$ cat config.mk
export PLATFORM = sky130hd
export DESIGN_NAME = programmable_counter
export DESIGN_NICKNAME = d
export VERILOG_FILES = /design/src/rtl/programmable_counter.sv
export SDC_FILE = /design/constraint.sdc
export NUM_CORES = 1
export LEC_CHECK = 0
export BUFFER_PORTS_ARGS = -buffer_cell sky130_fd_sc_hd__clkbuf_2
export CAP_MARGIN = 30
export CORE_MARGIN = 10
export CORE_UTILIZATION = 50
export DETAILED_ROUTE_END_ITERATION = 16
export PLACE_DENSITY = 0.77
export SLEW_MARGIN = 15
export SYNTH_ARGS = -nofsm -noshare
export SYNTH_HDL_FRONTEND = slang
export SYNTH_SLANG_ARGS = --single-unit
$ cat constraint.sdc
create_clock -name clk -period 2.6 [get_ports clk]
set_input_delay 0.52 -clock clk [delete_from_list [all_inputs] [get_ports clk]]
set_output_delay 0.52 -clock clk [all_outputs]
set_load 0.01 [all_outputs]
$ cat src/rtl/programmable_counter.sv
// Programmable up/down counter with runtime modulus, one-shot/continuous modes,
// synchronous load/clear and a saturating wrap-event counter.
module programmable_counter #(
   parameter int unsigned WIDTH  = 8,
   parameter int unsigned WRAP_W = 4
) (
   input  logic              clk,
   input  logic              rst,
   input  logic              enb,
   input  logic              sync_rst_enb,
   input  logic              start,
   input  logic              mode_oneshot,
   input  logic              dir_down,
   input  logic              load,
   input  logic [WIDTH-1:0]  load_value,
   input  logic [WIDTH-1:0]  max_value,
   output logic [WIDTH-1:0]  count,
   output logic              flag,
   output logic              tc_pulse,
   output logic              busy,
   output logic              done,
   output logic [WRAP_W-1:0] wrap_count
);

   typedef enum logic [1:0] {StIdle, StRun, StDone} state_e;

   localparam logic [WRAP_W-1:0] WrapMax = '1;

   state_e            state_q, state_d;
   logic [WIDTH-1:0]  count_q, count_d;
   logic [WRAP_W-1:0] wrap_q, wrap_d;
   logic              busy_q, done_q;
   logic              step, term;

   // Step qualification and terminal detection for the current direction.
   always_comb begin
      step = (state_q == StRun) & enb & ~load & ~sync_rst_enb;
      // Up mode treats any count above the modulus as terminal.
      term = dir_down ? (count_q == '0) : (count_q >= max_value);
   end

   assign count      = count_q;
   assign flag       = dir_down ? (count_q == '0) : (count_q == max_value);
   assign tc_pulse   = step & term;
   assign busy       = busy_q;
   assign done       = done_q;
   assign wrap_count = wrap_q;

   // Next-state: clear, then load, then start, then counting step.
   always_comb begin
      state_d = state_q;
      count_d = count_q;
      wrap_d  = wrap_q;
      if (sync_rst_enb) begin
         state_d = StIdle;
         count_d = '0;
         wrap_d  = '0;
      end else if (load) begin
         count_d = load_value;
      end else begin
         case (state_q)
            StIdle: begin
               if (start) state_d = StRun;
            end
            StRun: begin
               if (enb) begin
                  if (term) begin
                     if (wrap_q != WrapMax) wrap_d = wrap_q + 1'b1;
                     if (mode_oneshot) begin
                        // One-shot parks on the terminal value instead of wrapping.
                        count_d = dir_down ? '0 : max_value;
                        state_d = StDone;
                     end else begin
                        count_d = dir_down ? max_value : '0;
                     end
                  end else begin
                     count_d = dir_down ? count_q - 1'b1 : count_q + 1'b1;
                  end
               end
            end
            StDone: begin
               state_d = StIdle;
            end
            default: begin
               state_d = StIdle;
            end
         endcase
      end
   end

   // State, count and status registers with asynchronous active-low reset.
   always_ff @(posedge clk or negedge rst) begin
      if (!rst) begin
         state_q <= StIdle;
         count_q <= '0;
         wrap_q  <= '0;
         busy_q  <= 1'b0;
         done_q  <= 1'b0;
      end else begin
         state_q <= state_d;
         count_q <= count_d;
         wrap_q  <= wrap_d;
         busy_q  <= (state_d == StRun);
         done_q  <= (state_d == StDone);
      end
   end

endmodule
==> results of run 1 <==
-- critical path: cells and delay by family (launching register included) --
family | cells | cell delay [ns]
DFF | 1 | 0.41
buffers and inverters | 1 | 0.10
adders and majority gates | 1 | 0.30
and+or+nand+nor | 4 | 0.96
-- final cells by class --
class                           instances  area, sq um  share of cell area
Multi-Input combinational cell        123         1060               0.563
Sequential cell                        16          402               0.214
Timing Repair Buffer                   53          304               0.162
Inverter                               11         41.3              0.0220
Tap cell                               31         38.8              0.0206
Clock buffer                            4         36.3              0.0193
-- registers in the layout (all words and copies together) (netlist names) --
register / cells
count: 8
wrap_count: 4
state_q: 2
busy: 1
done: 1
-- power by group --
group          switching (mW)  total (mW)  internal [mW]  leakage (nW)
registers              0.0113       0.272          0.261         0.215
clock network          0.0877       0.173         0.0855        0.0210
logic                   0.153       0.293          0.140         0.685
total                   0.252       0.738          0.486         0.921
-- timing repair --
action / 4_1_cts / 5_1_grt
resized for setup: 5 / 8
endpoints found under the setup margin: 1 / 1
setup buffers: 6 / 2
pin swaps: 3 / 2
-- through the flow --
stage	cell area, sq um	TNS (ns)	instances	util	worst slack, ns
2_1_floorplan	1450	0	154	-	0.0840
3_3_place_gp	1700	0	225	0.616	0.0551
3_5_place_dp	1700	0	225	0.616	0.0164
4_1_cts	1820	0	235	0.660	0.00915
5_1_grt	1880	-0.0750	238	0.682	-0.0750
6_report	1880	0	238	0.682	0.0100
-- cells by family after synthesis --
| family | after synthesis | synth area share |
|---|---|---|
| AOI/OAI and AO/OA | 44 | 0.267 |
| DFF | 16 | 0.276 |
| muxes | 1 | 0.00690 |
| and+or+nand+nor | 53 | 0.207 |
| adders and majority gates | 16 | 0.143 |
| buffers and inverters | 15 | 0.0449 |
| xor gates and xnor gates | 9 | 0.0544 |
-- cells in the final DEF, fill, tap and decap left out, drive strengths merged, types with 4 or more instances in the layout --
cell type	instances
nor3	4
clkbuf	42
nor2b	5
a21oi	9
nand3	5
ha	15
nor2	12
dfrtp	16
inv	11
nand2	9
xnor2	7
o21ai	6
buf	15
a221o	6
nand4	4
a22o	5
-- final timing paths --
| kind | startpoint | end | slack, ns | cells past startpoint |
|---|---|---|---|---|
| worst min-delay path | rst | count[7] | 0.14 | 1 |
| min in group clk | load_value[6] | count[6] | 0.43 | 3 |
| max in group asynchronous | rst | count[2] | 2.14 | 1 |
| worst max-delay path | count[5] | tc_pulse | 0.01 | 6 |
| worst max register to register | count[0] | count[3] | 0.18 | 10 |
| worst min register to register | state_q[1] | state_q[0] | 0.54 | 1 |
-- routing by layer --
layer / GRT usage / up-vias / wire [um]
met4: 0.0207 / 0 / 15
li1: - / 687 / -
met5: 0 / - / 0
met1: 0.192 / 678 / 1790
met2: 0.267 / 52 / 2120
met3: 0.0633 / 2 / 359
==> results.txt, run 1 <==
----------------------------------------------------
[STA]
  Setup Viol. Count Final ... 0
  Max Freq ... 386 MHz
  Final-report hold violation count ... 0
  Minimum hold slack ... 0.138 ns
  Slew of the pin with the lowest slew margin ... between 0.7 and 0.8 ns
  Period utilization ... 0.996
  Clock Skews ... 0.00144 ns
  Max_slew headroom ... 0.466
  Number of pins with negative max-slew slack in the final report ... 0
  Unrepaired setup endpoints after global routing ... true
  Min cycle time layout ... between 2 and 3 ns

[Placement]
  Detailed Place HPWL ... roughly 3200 um
  Port Buf Inserts ... 39
  Placer congestion estimate ... 0.891

[Synth]
  Syn_area_per_cell ... about 9.4 sq um
  Cell with the most instances after synthesis ... dfrtp_1
  Top cell type's share of synthesized area ... 0.276
  Count of state elements after synthesis ... 16
  Netlist Area Pre-Place ... between 0.001 and 0.0015 sq mm
  Most common flop cell mapped by yosys ... dfrtp_1
  Ranking of synthesized cells by instance count ... dfrtp_1 (16), ha_1 (15), inv_1 (11), nor2_1 (10)
  Post-synthesis cell type with the largest combined area ... dfrtp_1
  Netlist cell types ... 54
  Number of warnings issued by yosys ... 0
  Top area cells in the synthesized netlist ... dfrtp_1 (28%), ha_1 (13%), xnor2_1 (4.2%), a221o_1 (4.1%), a22o_1 (3.0%)
  Fraction of registers with async set or reset after synthesis ... 1.00
  Sequential element share of the synthesized area ... 0.276
  Number of flops mapped to enable cells by yosys ... 0
  Instance count of the mapped netlist ... 154
  Total nets after synthesis ... around 190

[GRT]
  Initial antenna violation count ... 0
  Total congestion overflow after global routing ... 0
  Largest net degree at the start of global routing ... 17
  GRT Util Overall ... 0.160
  Number of global-route vias before repair ... between 1k and 1.5k
  Wire length of the first global-routing pass ... between 6000 and 7000 um

[Cells and area]
  Growth of design area from synthesis to finish ... 29.7%
  Layout fillers ... about 230
  Proportion of layout cells with a drive suffix above 1 ... 0.386
  Diode count ... 0
  Final #Nets ... around 250

[Hold path]
  Hold crit path type ... in -> async

[Worst setup path]
  Maximum fanout count along the critical path ... 2
  Worst Path Required ... around 2.1 ns
  Crit-path cells ... ha_1, nand4_1, or4b_4, and2_4, nor2_4, buf_6
  CP Launch Type ... register
  Start-to-end type of the worst setup path ... reg -> out
  Crit path capture type ... primary output
  Worst stage delay on the critical path ... ~0.56 ns
  Worst path slowest cell ... or4b_4
  WP data arrival ... 2.07 ns

[Floorplanning]
  Core Rows ... 19
  Chip width ... about 74 um
  Die boundary height ... approximately 74 um
  Initial standard-cell utilization of the core ... 0.526
  Overall die area ... around 0.0055 sq mm
  Count of boundary I/O pins ... 40
  Core region area ... 0.00276 sq mm

[Clocking]
  Clk_lat worst skew ... 0.30 ns
  Count of clock tree sinks ... 16
  Clock buffer count from CTS ... 3
  H-Tree Level Count ... 1
  CTS root buf ... clkbuf_4
  Clock transition at path regs ... 0.10 ns
  TritonCTS clock tree ... done
  Hold buffer count at cts ... 0
  Clock tree buffer depth ... 2

[Drt]
  Violation count after the first detailed-routing iteration ... slightly above 100
  Average vias per placed instance ... between 5 and 6
  Number of iterations in the first detailed-routing pass ... 4
  Wire length per cell after detailed routing ... roughly 18 um
  Detailed Route WL ... ~4300 um
  DRC errors left ... 0
  Number of vias in the routed layout ... around 1.4k
  Final antenna-violating net count ... 0

[Run]
  MaxCap Viol Count ... 0

[Power and ir drop]
  Power per unit of standard cell area ... 393 mW/mm^2
  Leakage power ... 0.921 nW
  Design Power ... roughly 740 uW
  Peak ir drop on the vdd network ... around 0.38 mV

[Run status]
  Result of the run ... finished, final reports clean

----------------------------------------------------
(Power assumes the default switching activity.)
==> inputs of run 2 (changes only) <==
--- a/config.mk
+++ b/config.mk
@@ -8,9 +8,9 @@
 export BUFFER_PORTS_ARGS = -buffer_cell sky130_fd_sc_hd__clkbuf_2
 export CAP_MARGIN = 30
 export CORE_MARGIN = 10
-export CORE_UTILIZATION = 50
+export CORE_UTILIZATION = 52
 export DETAILED_ROUTE_END_ITERATION = 16
-export PLACE_DENSITY = 0.77
+export PLACE_DENSITY = 0.79
 export SLEW_MARGIN = 15
 export SYNTH_ARGS = -nofsm -noshare
 export SYNTH_HDL_FRONTEND = slang
==> run 2 against run 1 <==
Effect of this change:
- hold slack improved by 0.0046 ns
- via count increased by 1.2%
- clock power increased by 3%
- sequential power hardly changed
- non-clock buffer count is 1 higher
- routed wire length shrank 2.8%
- power about the same
- die area fell by 2.8%
- utilization grew 0.32 points
==> results.txt, run 2 (synthesis results as in run 1) <==
----------------------------------------------------
[Run status]
  Result of the run ... finished, final reports clean

[Worst setup path]
  Length in cells of the worst reg-to-reg path ... 9 (-1)
  CP Launch Type ... register
  Worst Path Required ... 2.08 ns (about the same)
  Crit path capture type ... primary output
  Start-to-end type of the worst setup path ... reg -> out
  Start point of the critical path ... count[0]
  FF-to-FF Start ... count[0]
  Maximum fanout count along the critical path ... 2 (unchanged)
  WP data arrival ... 2.06 ns (about the same)

[Placement]
  Cell area after placement ... 0.00171 sq mm (+0.44%)
  Detailed Place HPWL ... 3320 um (+2.3%)
  Worst slack, placed ... -0.00224 ns (-0.0187 ns)
  Port Buf Inserts ... 39 (unchanged)
  Placer congestion estimate ... 0.913 (+2.4%)
  Placed cells ... 226 (+0.44%)

[Cells and area]
  Layout fillers ... 216 (-5.3%)
  Growth of design area from synthesis to finish ... 28.0%
  Commonest non-fill, non-tap cell in the layout ... clkbuf_2
  Leading cell types in the layout, fill and taps excluded ... clkbuf_2 (38), buf_4 (15), dfrtp_1 (13), ha_1 (12), inv_1 (10)
  Number of flip-flops in the largest register ... 8 (unchanged)
  Final #Nets ... 249 (+0.40%)
  Diode count ... 0 (unchanged)
  Proportion of layout cells with a drive suffix above 1 ... 0.389 (+0.00295)
  Final Instance Count excl. Fillers ... 239 (+0.42%)
  Area of all placed cells without fillers ... 0.00186 sq mm (-1.3%)

[STA]
  Total negative setup slack ... 0 ns (unchanged)
  Clock Skews ... 0.00175 ns (+0.000306 ns)
  Slew of the pin with the lowest slew margin ... 0.910 ns (+0.111 ns)
  Min setup slack post-route ... 0.0240 ns (+0.0140 ns)
  Unrepaired setup endpoints after global routing ... true
  Number of pins with negative max-slew slack in the final report ... 0 (unchanged)
  Period utilization ... 0.991 (-0.00537)
  Minimum hold slack ... 0.142 ns (+0.00458 ns)
  Max Freq ... 388 MHz (+0.54%)
  Max_slew headroom ... 0.389 (-0.0777)
  Min cycle time layout ... 2.58 ns (-0.0140 ns)
  Setup Viol. Count Final ... 0 (unchanged)
  Final-report hold violation count ... 0 (unchanged)

[GRT]
  Wire length of the first global-routing pass ... 6890 um (-1.1%)
  Total congestion overflow after global routing ... 0 (unchanged)
  Initial antenna violation count ... 0 (unchanged)
  Largest net degree at the start of global routing ... 17 (unchanged)
  GRT Util Overall ... 0.159 (-0.000603)
  Number of global-route vias before repair ... 1546 (+4.8%)

[Hold path]
  Hold crit path type ... in -> async

[Floorplanning]
  Core region area ... 0.00271 sq mm (-1.7%)
  Core Rows ... 19 (unchanged)
  Die boundary height ... 72.8 um (-1.4%)
  Overall die area ... 0.00530 sq mm (-2.8%)
  Chip width ... 72.8 um (-1.4%)
  Count of boundary I/O pins ... 40 (unchanged)
  Initial standard-cell utilization of the core ... 0.535 (+0.00923)

[Power and ir drop]
  Design internal power ... 486 uW (about the same)
  Power share of the sequential group ... 0.368 (about the same)
  Power per unit of standard cell area ... 398 mW/mm^2 (+1.3%)
  Leakage power ... 0.925 nW (+0.47%)
  Fraction of power consumed by the clock network ... 0.240 (+0.005)
  Peak ir drop on the vdd network ... 0.280 mV (-27%)
  Combinational group share of total power ... 0.391 (-0.006)
  Switching Fraction ... 0.342 (about the same)
  Switching component of the power ... 252 uW (about the same)

[Drt]
  Detailed Route WL ... 4170 um (-2.8%)
  Final antenna-violating net count ... 0 (unchanged)
  DRC errors left ... 0 (unchanged)
  Number of vias in the routed layout ... 1436 (+1.2%)
  Average vias per placed instance ... 6.01 (+0.77%)
  Number of iterations in the first detailed-routing pass ... 4 (unchanged)
  Violation count after the first detailed-routing iteration ... 96 (-6.8%)
  Wire length per cell after detailed routing ... 17.4 um (-3.2%)

[Clocking]
  H-Tree Level Count ... 1 (unchanged)
  Clock buffer count from CTS ... 3 (unchanged)
  TritonCTS clock tree ... done
  CTS root buf ... clkbuf_4
  Count of clock tree sinks ... 16 (unchanged)
  Clk_lat worst skew ... 0.30 ns (about the same)
  Clock tree buffer depth ... 2 (unchanged)
  Clock transition at path regs ... 0.11 ns (about the same)

[Run]
  MaxCap Viol Count ... 0 (unchanged)

----------------------------------------------------
[run 2: cell types whose count changed in the layout (fill, tap and decap cells not counted), sizes merged]
| cell | delta |
|---|---|
| buf | +1 |
[run 2: metal layers]
metal  GRT usage  up-vias  share of wire
met5           0        -              0
met4      0.0717        0          0.015
met3      0.0354        9          0.051
met2       0.272       46           0.53
met1       0.184      692           0.40
li1            -      689              -
[run 2: worst max-delay path, cell delays in order (launching register included)]
cell,delay (ns)
dfrtp_1,0.39
inv_2,0.07
ha_4,0.26
nand2b_4,0.12
a2111oi_4,0.06
or4b_4,0.50
and2_4,0.16
nor2_2,0.07
buf_2,0.13
[run 2: path summary, 6_finish.rpt]
check,slack [ns],endpoint
worst min-delay path,0.14,state_q[1]
min in group clk,0.43,count[6]
worst max-delay path,0.02,tc_pulse
worst min register to register,0.61,state_q[0]
worst max register to register,0.35,count[3]
max in group asynchronous,2.12,count[4]
[run 2: power by group through the flow]
stage               logic [mW]  clock network, mW  registers (mW)
floorplan                0.162                  0           0.283
global placement         0.243                  0           0.279
detailed placement       0.254                  0           0.280
CTS                      0.281              0.180           0.273
global route             0.316              0.192           0.273
finish                   0.289              0.178           0.272
[run 2: repair_timing]
action | CTS | global route
gates cloned | 0 | 0
endpoints found under the setup margin | 1 | 1
pin swaps | 5 | 1
buffers inserted | 6 | 3
resized for setup | 9 | 1
hold buffers | 0 | 0
[run 2: final cells by class]
class	count	area [sq um]	share of cell area
flip-flops and latches	16	404	0.218
multi-input cells	123	1030	0.554
repair buffers	54	308	0.166
inverters	11	41.3	0.0222
well taps	31	38.8	0.0209
clock buffers	4	36.3	0.0195
[run 2: per-stage QoR]
stage / total power, mW / util
after floorplan: 0.445 / -
after global placement: 0.522 / 0.629
after detailed placement: 0.534 / 0.629
after CTS: 0.733 / 0.677
after global routing: 0.781 / 0.685
final: 0.738 / 0.685
